`src/rtl/dilithium_pkg.sv`:
```
`default_nettype none
// ============================================================================
// Module      : dilithium_pkg
// Description : Shared types and constants for the Dilithium mask generator.
//               Holds the gamma1 mode encoding, per-mode constants and the
//               FSM state encoding used by expand_mask_gen.
// Revision    : 1.0
// ============================================================================
package dilithium_pkg;

  // Runtime gamma1 selection (mode input encoding)
  typedef enum logic {
    GAMMA_2_17 = 1'b0,
    GAMMA_2_19 = 1'b1
  } gamma_mode_t;

  // Per-mode constants
  localparam int GAMMA1_17        = 131072;   // 2^17
  localparam int GAMMA1_19        = 524288;   // 2^19
  localparam int C_BITS_17        = 18;
  localparam int C_BITS_19        = 20;
  localparam int C_BITS_MAX       = 20;
  localparam int SQUEEZE_WORDS_17 = 72;
  localparam int SQUEEZE_WORDS_19 = 80;

  // Absorb framing: 64 seed bytes followed by the 2 nonce bytes
  localparam int ABSORB_WORDS = 9;
  localparam int SEED_BYTES   = 66;
  localparam int NONCE_BITS   = 16;

  // Top-level sequencing states
  typedef enum logic [2:0] {
    ST_IDLE       = 3'd0,
    ST_SPONGE_RST = 3'd1,
    ST_ABSORB     = 3'd2,
    ST_SQUEEZE    = 3'd3,
    ST_NEXT       = 3'd4,
    ST_FINISH     = 3'd5
  } emg_state_t;

  // Coefficient bit width for a given mode
  function automatic int c_bits(gamma_mode_t m);
    return (m == GAMMA_2_17) ? C_BITS_17 : C_BITS_19;
  endfunction

endpackage
`default_nettype wire

```
`src/rtl/coeff_unpacker.sv`:
```
`default_nettype none
// ============================================================================
// Module      : coeff_unpacker
// Description : Bit accumulator that turns the squeezed SHAKE256 stream into
//               c-bit values z (LSB first) and emits sign_extend(gamma1 - z),
//               one coefficient per cycle. Valid/ready on the input side,
//               valid-only on the output side (the consumer never stalls).
//               Macro EXPAND_MASK_GAMMA17_EN: build both c=18 and c=20 paths
//               and honour mode_i; otherwise c=20 / gamma1=2^19 is fixed.
// Revision    : 1.0
// ============================================================================
module coeff_unpacker
  import dilithium_pkg::*;
#(
  parameter int DATA_OUT_BITS = 64,
  parameter int COEFF_W       = 24
) (
  input  logic                     clk,
  input  logic                     rst_n,
  input  logic                     clear_i,
  input  logic                     mode_i,
  input  logic                     in_valid_i,
  output logic                     in_ready_o,
  input  logic [DATA_OUT_BITS-1:0] in_data_i,
  output logic                     out_valid_o,
  output logic [COEFF_W-1:0]       out_data_o
);

  // Worst case: c-1 leftover bits plus one full word
  localparam int ACC_W = DATA_OUT_BITS + C_BITS_MAX - 1;
  localparam int CNT_W = $clog2(ACC_W + 1);
  // gamma1 - z spans [-gamma1+1, gamma1]; one bit above c holds it signed
  localparam int SUB_W = C_BITS_MAX + 1;

  logic [ACC_W-1:0] acc_q, acc_d;
  logic [CNT_W-1:0] cnt_q, cnt_d;
  logic [CNT_W-1:0] c_w;
  logic [SUB_W-1:0] gamma_w;
  logic [SUB_W-1:0] z_w;
  logic [SUB_W-1:0] diff_w;

`ifdef EXPAND_MASK_GAMMA17_EN
  assign c_w     = mode_i ? CNT_W'(C_BITS_19) : CNT_W'(C_BITS_17);
  assign gamma_w = mode_i ? SUB_W'(GAMMA1_19) : SUB_W'(GAMMA1_17);
  assign z_w     = mode_i ? SUB_W'(acc_q[C_BITS_19-1:0])
                          : SUB_W'(acc_q[C_BITS_17-1:0]);
`else
  logic unused_mode_i;
  assign unused_mode_i = mode_i;
  assign c_w     = CNT_W'(C_BITS_19);
  assign gamma_w = SUB_W'(GAMMA1_19);
  assign z_w     = SUB_W'(acc_q[C_BITS_19-1:0]);
`endif

  assign diff_w      = gamma_w - z_w;
  assign in_ready_o  = (cnt_q < c_w);
  assign out_valid_o = (cnt_q >= c_w);
  assign out_data_o  = {{(COEFF_W-SUB_W){diff_w[SUB_W-1]}}, diff_w};

  // Append accepted words above the held bits, or retire c bits per coefficient
  always_comb begin
    acc_d = acc_q;
    cnt_d = cnt_q;
    if (clear_i) begin
      acc_d = '0;
      cnt_d = '0;
    end else if (in_valid_i && in_ready_o) begin
      acc_d = acc_q | (ACC_W'(in_data_i) << cnt_q);
      cnt_d = cnt_q + CNT_W'(DATA_OUT_BITS);
    end else if (out_valid_o) begin
      acc_d = acc_q >> c_w;
      cnt_d = cnt_q - c_w;
    end
  end

  // Accumulator state register
  always_ff @(posedge clk or negedge rst_n) begin
    if (!rst_n) begin
      acc_q <= '0;
      cnt_q <= '0;
    end else begin
      acc_q <= acc_d;
      cnt_q <= cnt_d;
    end
  end

endmodule
`default_nettype wire

```
`src/rtl/expand_mask_gen.sv`:
```
`default_nettype none
// ============================================================================
// Module      : expand_mask_gen
// Description : Dilithium ExpandMask engine. For each of l polynomials it
//               force-resets an external SHAKE256, absorbs rho'||(kappa+r),
//               squeezes 256*c bits and writes sign_extend(gamma1 - z) into
//               the y RAM at r*N + i.
//               Macro EXPAND_MASK_GAMMA17_EN: honour the mode input
//               (gamma1 = 2^17 or 2^19); otherwise gamma1 = 2^19 always.
// Revision    : 1.0
// ============================================================================
module expand_mask_gen
  import dilithium_pkg::*;
#(
  parameter int L_MAX         = 7,
  parameter int N             = 256,
  parameter int DATA_IN_BITS  = 64,
  parameter int DATA_OUT_BITS = 64,
  parameter int COEFF_W       = 24,
  parameter int ADDR_W        = $clog2(L_MAX*N)
) (
  input  logic                        clk,
  input  logic                        rst_n,
  input  logic                        start,
  input  logic                        mode,
  input  logic [2:0]                  l_cfg,
  input  logic [8*SEED_BYTES-1:0]     rho_prime,
  input  logic [15:0]                 kappa,
  output logic                        busy,
  output logic                        done,
  output logic                        we_y,
  output logic [ADDR_W-1:0]           addr_y,
  output logic [COEFF_W-1:0]          din_y,
  output logic                        absorb_next_poly,
  output logic [DATA_IN_BITS-1:0]     shake_data_in,
  output logic                        in_valid,
  output logic                        in_last,
  output logic [$clog2(DATA_IN_BITS):0] last_len,
  input  logic                        in_ready,
  input  logic [DATA_OUT_BITS-1:0]    shake_data_out,
  input  logic                        out_valid,
  output logic                        out_ready
);

  localparam int LL_W     = $clog2(DATA_IN_BITS) + 1;
  localparam int COEF_W   = $clog2(N);
  // The absorbed stream is 64 seed bytes then the 2 nonce bytes
  localparam int RHO_BITS = 8 * (SEED_BYTES - 2);

  emg_state_t            state_q, state_d;
  logic [2:0]            r_q, r_d;
  logic [2:0]            l_q, l_d;
  logic [15:0]           kappa_q, kappa_d;
  logic [RHO_BITS-1:0]   rho_q, rho_d;
  logic [3:0]            wcnt_q, wcnt_d;
  logic [COEF_W-1:0]     coef_q, coef_d;
  logic [ADDR_W-1:0]     addr_q, addr_d;
  logic [2:0]            l_clamp_w;
  logic [15:0]           nonce_w;
  logic                  unp_mode_w;
  logic                  unp_ready_w;
  logic                  unp_valid_w;
  logic [COEFF_W-1:0]    unp_data_w;

  // The top two bytes of the rho_prime port are not part of the stream
  logic unused_rho_hi;
  assign unused_rho_hi = ^rho_prime[8*SEED_BYTES-1:RHO_BITS];

`ifdef EXPAND_MASK_GAMMA17_EN
  logic mode_q, mode_d;
  assign unp_mode_w = mode_q;
`else
  logic unused_mode;
  assign unused_mode = mode;
  assign unp_mode_w  = 1'b1;
`endif

  assign l_clamp_w = ((l_cfg < 3'd4) || (int'(l_cfg) > L_MAX)) ? 3'(L_MAX) : l_cfg;
  assign nonce_w   = kappa_q + 16'(r_q);

  coeff_unpacker #(
    .DATA_OUT_BITS (DATA_OUT_BITS),
    .COEFF_W       (COEFF_W)
  ) u_unpacker (
    .clk         (clk),
    .rst_n       (rst_n),
    .clear_i     (state_q == ST_SPONGE_RST),
    .mode_i      (unp_mode_w),
    .in_valid_i  ((state_q == ST_SQUEEZE) && out_valid),
    .in_ready_o  (unp_ready_w),
    .in_data_i   (shake_data_out),
    .out_valid_o (unp_valid_w),
    .out_data_o  (unp_data_w)
  );

  // Next-state and output decode; every output idles low
  always_comb begin
    state_d          = state_q;
    r_d              = r_q;
    l_d              = l_q;
    kappa_d          = kappa_q;
    rho_d            = rho_q;
    wcnt_d           = wcnt_q;
    coef_d           = coef_q;
    addr_d           = addr_q;
`ifdef EXPAND_MASK_GAMMA17_EN
    mode_d           = mode_q;
`endif
    busy             = 1'b0;
    done             = 1'b0;
    we_y             = 1'b0;
    addr_y           = '0;
    din_y            = '0;
    absorb_next_poly = 1'b0;
    shake_data_in    = '0;
    in_valid         = 1'b0;
    in_last          = 1'b0;
    last_len         = '0;
    out_ready        = 1'b0;
    case (state_q)
      ST_IDLE: begin
        if (start) begin
          state_d = ST_SPONGE_RST;
          l_d     = l_clamp_w;
          kappa_d = kappa;
          rho_d   = rho_prime[RHO_BITS-1:0];
          r_d     = '0;
          addr_d  = '0;
`ifdef EXPAND_MASK_GAMMA17_EN
          mode_d  = mode;
`endif
        end
      end
      ST_SPONGE_RST: begin
        busy             = 1'b1;
        absorb_next_poly = 1'b1;
        wcnt_d           = '0;
        coef_d           = '0;
        state_d          = ST_ABSORB;
      end
      ST_ABSORB: begin
        busy     = 1'b1;
        in_valid = 1'b1;
        if (wcnt_q == 4'(ABSORB_WORDS - 1)) begin
          in_last       = 1'b1;
          last_len      = LL_W'(NONCE_BITS);
          shake_data_in = DATA_IN_BITS'(nonce_w);
        end else begin
          shake_data_in = rho_q[int'(wcnt_q[2:0]) * DATA_IN_BITS +: DATA_IN_BITS];
        end
        if (in_ready) begin
          if (wcnt_q == 4'(ABSORB_WORDS - 1)) begin
            state_d = ST_SQUEEZE;
          end else begin
            wcnt_d = wcnt_q + 4'd1;
          end
        end
      end
      ST_SQUEEZE: begin
        busy      = 1'b1;
        out_ready = unp_ready_w;
        we_y      = unp_valid_w;
        if (unp_valid_w) begin
          addr_y = addr_q;
          din_y  = unp_data_w;
          addr_d = addr_q + ADDR_W'(1);
          coef_d = coef_q + COEF_W'(1);
          if (coef_q == COEF_W'(N - 1)) begin
            state_d = ST_NEXT;
          end
        end
      end
      ST_NEXT: begin
        busy = 1'b1;
        r_d  = r_q + 3'd1;
        if (({1'b0, r_q} + 4'd1) == {1'b0, l_q}) begin
          state_d = ST_FINISH;
        end else begin
          state_d = ST_SPONGE_RST;
        end
      end
      ST_FINISH: begin
        done    = 1'b1;
        state_d = ST_IDLE;
      end
      default: state_d = ST_IDLE;
    endcase
  end

  // Sequencer state and latched configuration
  always_ff @(posedge clk or negedge rst_n) begin
    if (!rst_n) begin
      state_q <= ST_IDLE;
      r_q     <= '0;
      l_q     <= '0;
      kappa_q <= '0;
      rho_q   <= '0;
      wcnt_q  <= '0;
      coef_q  <= '0;
      addr_q  <= '0;
`ifdef EXPAND_MASK_GAMMA17_EN
      mode_q  <= 1'b0;
`endif
    end else begin
      state_q <= state_d;
      r_q     <= r_d;
      l_q     <= l_d;
      kappa_q <= kappa_d;
      rho_q   <= rho_d;
      wcnt_q  <= wcnt_d;
      coef_q  <= coef_d;
      addr_q  <= addr_d;
`ifdef EXPAND_MASK_GAMMA17_EN
      mode_q  <= mode_d;
`endif
    end
  end

endmodule
`default_nettype wire

```
`config.mk`:
```
export PLATFORM = sky130hd
export DESIGN_NAME = expand_mask_gen
export DESIGN_NICKNAME = d
export VERILOG_FILES = /design/src/rtl/dilithium_pkg.sv /design/src/rtl/coeff_unpacker.sv /design/src/rtl/expand_mask_gen.sv
export SDC_FILE = /design/constraint.sdc
export NUM_CORES = 2
export LEC_CHECK = 0
export CAP_MARGIN = 30
export CORE_UTILIZATION = 40
export CTS_CLUSTER_SIZE = 12
export DETAILED_ROUTE_END_ITERATION = 8
export GPL_TIMING_DRIVEN = 0
export PLACE_DENSITY = 0.68
export SYNTH_ARGS = -nofsm -noshare
export SYNTH_HDL_FRONTEND = slang
export SYNTH_SLANG_ARGS = --single-unit
```
`constraint.sdc`:
```
create_clock -name clk -period 4.5 [get_ports clk]
set_clock_uncertainty 0.2 [all_clocks]
set_input_delay 0.45 -clock clk [delete_from_list [all_inputs] [get_ports clk]]
set_output_delay 0.45 -clock clk [all_outputs]
set_load 0.005 [all_outputs]
```
==> results.cfg <==
[synth]
share_of_synthesized_cell_area_in_and_or_nand_and_nor_gates_pct = 23.88
xor_xnor_share_of_the_synthesized_area_pct = 0.6369
synth_top_family_by_area = simple AND/OR/NAND/NOR gates
synth-adder-area-share_pct = 0.4777
number_of_enable_flip_flop_cells_after_synthesis = 0
syn-instance-count = 3587
postSynthAreaPerCell_sq_um = 9.200
synth.yosys.warnings = 0
complex_gate_fraction_of_the_synthesized_area_pct = 7.556
yosys_most_used_dff = sky130_fd_sc_hd__dfrtp_1
synth-seq-cells = 648
mux_contribution_to_synthesized_area_pct = 14.09
synth-seq-area-share_pct = 49.14
synth_area_sq_um = 33000
post_synth_num_cell_types = 80
ys_async_sr_fraction_pct = 100.0

[min_path]
min_path_type = in -> reg
worst_hold_path.num_cells = 3
whs_endpoint = rho_q[166]$_DFFE_PN0P_
hold_start = rho_prime[166]

[worst_setup_path]
start_kind = flip-flop
worst-endpoint-arrival_ns = 3.80
crit_path_max_fanout = 19
worst_r2r_endpoint = u_unpacker.cnt_q[2]$_DFFE_PN0P_
worst_r2r_path_depth = 11
critPathRequiredTime_ns = 3.85
regToRegStartpoint = u_unpacker.cnt_q[3]$_DFFE_PN0P_
flop2flop_setup_slack_ns = 0.71
worst-setup-path-type = reg -> out
setup.worst_path.end_class = output port

[route]
routed_via_count = 31140
detail_route.wl_per_cell_um = 25.95
drt-vias-per-instance = 5.631
detail_route.first_pass.iterations = 6
totalWireLength_um = 143500
drc = 0
drt_first_iter_violations = 3276
drtAntennaViolNets = 0

[sta]
final_max_slew_viol_count = 0
slew_headroom_pct = 35.44
timing_limited_maximum_frequency_ghz = 0.2246
setup_viol_count_final = 0
hold_violations = 0
final.hold.worst_slack_ns = 0.1511
rsz0062_at_grt = yes
min_period_ns = 4.453
post-route-period-util_pct = 98.96
tightest_slew_ns = 0.9684
fin_ws_ns = 0.04669

[floorplan]
std_cell_rows = 104
die_area_sq_um = 83660
fp.coreArea_sq_um = 81070
dieHeight_um = 289.2
floorplan.io_pins = 730
floorplan.initialDensity_pct = 40.71
floorplan.die.width_um = 289.2

[power_and_ir_drop]
comb_power_share_pct = 46.6
power_report.internal_total_mw = 17.39
power_switching_mw = 12.09
power_leakage_nw = 20.53
p_clk_share_pct = 19.9
seqPwrFrac_pct = 33.5
power_switching_share_pct = 41.01
cellPowerDensity_nw_per_um2 = 667.9
ir_worst_vdd_mv = 0.3355

[global_route]
wire_length_of_the_first_global_routing_pass_um = 203800
antenna_found_initial = 62
grt_pass1_vias = 30720
grt_util_all_layers_pct = 33.72
global_route.overflow_total = 0
largest_net_degree_at_the_start_of_global_routing = 115

[clocking]
clock_tree_buf_depth = 3
clk_latency_ns = 0.60
clkTransAtPathRegs_ns = 0.06
cts_inserted_buffers = 72
h-tree-depth = 3
clock-root-buffer = sky130_fd_sc_hd__clkbuf_16
cts_tree = done
sinks_on_clock_net = 648

[placed_design]
pre_cts_ws_ns = -0.4498
dpl-instance-area_sq_um = 41610
dp_hpwl_um = 112100
gpl.final_weighted_congestion = 0.9947
portBuffers = 706

[outcome]
run_status = finished, final reports clean

[layout]
num-nets-final = 5012
layout-drive-gt1-share_pct = 11.65
layout-area-overhead-vs-synth_pct = 33.74
finish.instance_area_sq_um = 44140
final_common_cell = sky130_fd_sc_hd__nand2_1
n_fill_cell = 7453
final_cell_mix = sky130_fd_sc_hd__nand2_1, sky130_fd_sc_hd__clkdlybuf4s50_1, sky130_fd_sc_hd__dfrtp_1, sky130_fd_sc_hd__mux4_2, sky130_fd_sc_hd__buf_2

[flow_run]
drv.max_cap_violation_count = 0
timing repair:
item	4_1_cts	5_1_grt
setup buffers	4	1
hold endpoints to repair	89	0
pin swaps	1	0
resized for setup	25	8
endpoints found under the setup margin	102	56
hold buffers	1	0
cloned	0	0
how the worst max path moves through the flow:
| stage | startpoint | to | slack, ns | cells past startpoint |
|---|---|---|---|---|
| after floorplan | u_unpacker.cnt_q[3]$_DFFE_PN0P_ | din_y[15] | 1.46 | 11 |
| after global placement | rst_n | rho_q[2]$_DFFE_PN0P_ | -26.79 | 1 |
| after detailed placement | wcnt_q[1]$_DFFE_PN0P_ | shake_data_in[54] | -0.45 | 12 |
| after CTS | u_unpacker.cnt_q[3]$_DFFE_PN0P_ | din_y[6] | 0.005 | 11 |
| after global routing | wcnt_q[1]$_DFFE_PN0P_ | shake_data_in[32] | -0.03 | 10 |
| final | u_unpacker.cnt_q[3]$_DFFE_PN0P_ | din_y[6] | 0.05 | 11 |
flip-flops by register name (all words and copies together), names as in the netlist:
register          cells
l_q                   3
u_unpacker.acc_q     83
u_unpacker.cnt_q      5
kappa_q              16
r_q                   3
rho_q               512
wcnt_q                4
state_q               3
coef_q                8
addr_q               11
worst max-delay path: stages (launching register included):
cell and delay (ns):
sky130_fd_sc_hd__dfrtp_1 0.42, sky130_fd_sc_hd__buf_6 0.19, sky130_fd_sc_hd__buf_4 0.24, sky130_fd_sc_hd__buf_8 0.24, sky130_fd_sc_hd__inv_1 0.20, sky130_fd_sc_hd__ha_1 0.28, sky130_fd_sc_hd__o31ai_4 0.28, sky130_fd_sc_hd__a21o_1 0.26
sky130_fd_sc_hd__clkbuf_4 0.24, sky130_fd_sc_hd__clkbuf_4 0.26, sky130_fd_sc_hd__nor3_1 0.10, sky130_fd_sc_hd__clkdlybuf4s50_1 0.47
logic make-up after synthesis:
logic type,Yosys count
buf+inv,289
mux,275
xor+xnor,24
simple gates,1973
other cells,1
fa+ha+maj,12
flops,648
compound gates,365
power by group through the flow:
stage	clock network [mW]	registers (mW)	logic [mW]
floorplan	0	9.32	8.35
global placement	0	9.85	13.2
detailed placement	0	9.86	13.4
CTS	5.89	9.81	13.5
global route	6.11	10.1	14.7
finish	5.86	9.88	13.7
layer usage:
layer	wire [um]	GRT usage (%)	share of wire [%]	up-vias
met5	202	0	0.14	-
met4	7907	17.08	5.5	32
met3	14210	8.717	9.9	369
met2	65940	52.54	46	1667
met1	55270	43.50	39	15410
li1	-	-	-	13670
per-stage QoR:
stage | TNS (ns) | total power [mW] | instances | util, %
after detailed placement | -6.805 | 23.28 | 5366 | 51.33
final | 0 | 29.48 | 5530 | 54.45
after global routing | -0.07105 | 30.97 | 5522 | 54.42
after floorplan | 0 | 17.67 | 3592 | -
after global placement | - | 23.08 | 5358 | 51.09
after CTS | 0 | 29.24 | 5487 | 54.26
cell usage after synthesis, types with 6 or more instances:
cell type,instances,share of area (%)
sky130_fd_sc_hd__a221oi_1,11,0.29
sky130_fd_sc_hd__buf_2,141,2.1
sky130_fd_sc_hd__nor3b_1,6,0.14
sky130_fd_sc_hd__mux2i_1,90,2.7
sky130_fd_sc_hd__a2bb2oi_1,10,0.27
sky130_fd_sc_hd__nand4_1,14,0.27
sky130_fd_sc_hd__buf_4,22,0.50
sky130_fd_sc_hd__xnor2_1,19,0.50
sky130_fd_sc_hd__mux2_2,37,1.3
sky130_fd_sc_hd__ha_1,11,0.42
sky130_fd_sc_hd__clkbuf_1,79,0.90
sky130_fd_sc_hd__buf_1,14,0.16
sky130_fd_sc_hd__nor3_1,30,0.45
sky130_fd_sc_hd__nand2b_1,11,0.21
sky130_fd_sc_hd__buf_6,6,0.20
sky130_fd_sc_hd__and2_1,17,0.32
sky130_fd_sc_hd__o22ai_1,41,0.78
sky130_fd_sc_hd__nor2b_1,6,0.11
sky130_fd_sc_hd__nor2_1,64,0.73
sky130_fd_sc_hd__o21ai_0,54,0.82
sky130_fd_sc_hd__a221o_1,26,0.79
sky130_fd_sc_hd__dfrtp_1,648,49
sky130_fd_sc_hd__a32o_1,7,0.21
sky130_fd_sc_hd__o211ai_1,13,0.30
sky130_fd_sc_hd__a22oi_1,10,0.23
sky130_fd_sc_hd__inv_1,23,0.26
sky130_fd_sc_hd__nand3_1,30,0.45
sky130_fd_sc_hd__a211oi_1,28,0.64
sky130_fd_sc_hd__a21oi_1,96,1.5
sky130_fd_sc_hd__mux4_2,148,10
sky130_fd_sc_hd__nand2_1,1735,20
sky130_fd_sc_hd__a31oi_1,7,0.13
sky130_fd_sc_hd__nor4_1,11,0.21
sky130_fd_sc_hd__o31ai_1,6,0.14
sky130_fd_sc_hd__or4_1,10,0.23
sky130_fd_sc_hd__o2bb2ai_1,12,0.32
cell type report:
type | instances | area, sq um | share of cell area, %
Antenna cell | 41 | 102.6 | 0.2325
Buffer | 258 | 1315 | 2.979
Clock buffer | 106 | 2161 | 4.896
Clock inverter | 14 | 123.9 | 0.2806
Inverter | 27 | 105.1 | 0.2381
Multi-Input combinational cell | 2655 | 15450 | 35.00
Sequential cell | 648 | 16220 | 36.74
Tap cell | 1060 | 1326 | 3.005
Timing Repair Buffer | 721 | 7341 | 16.63
Power figures use the tool's default switching activity.
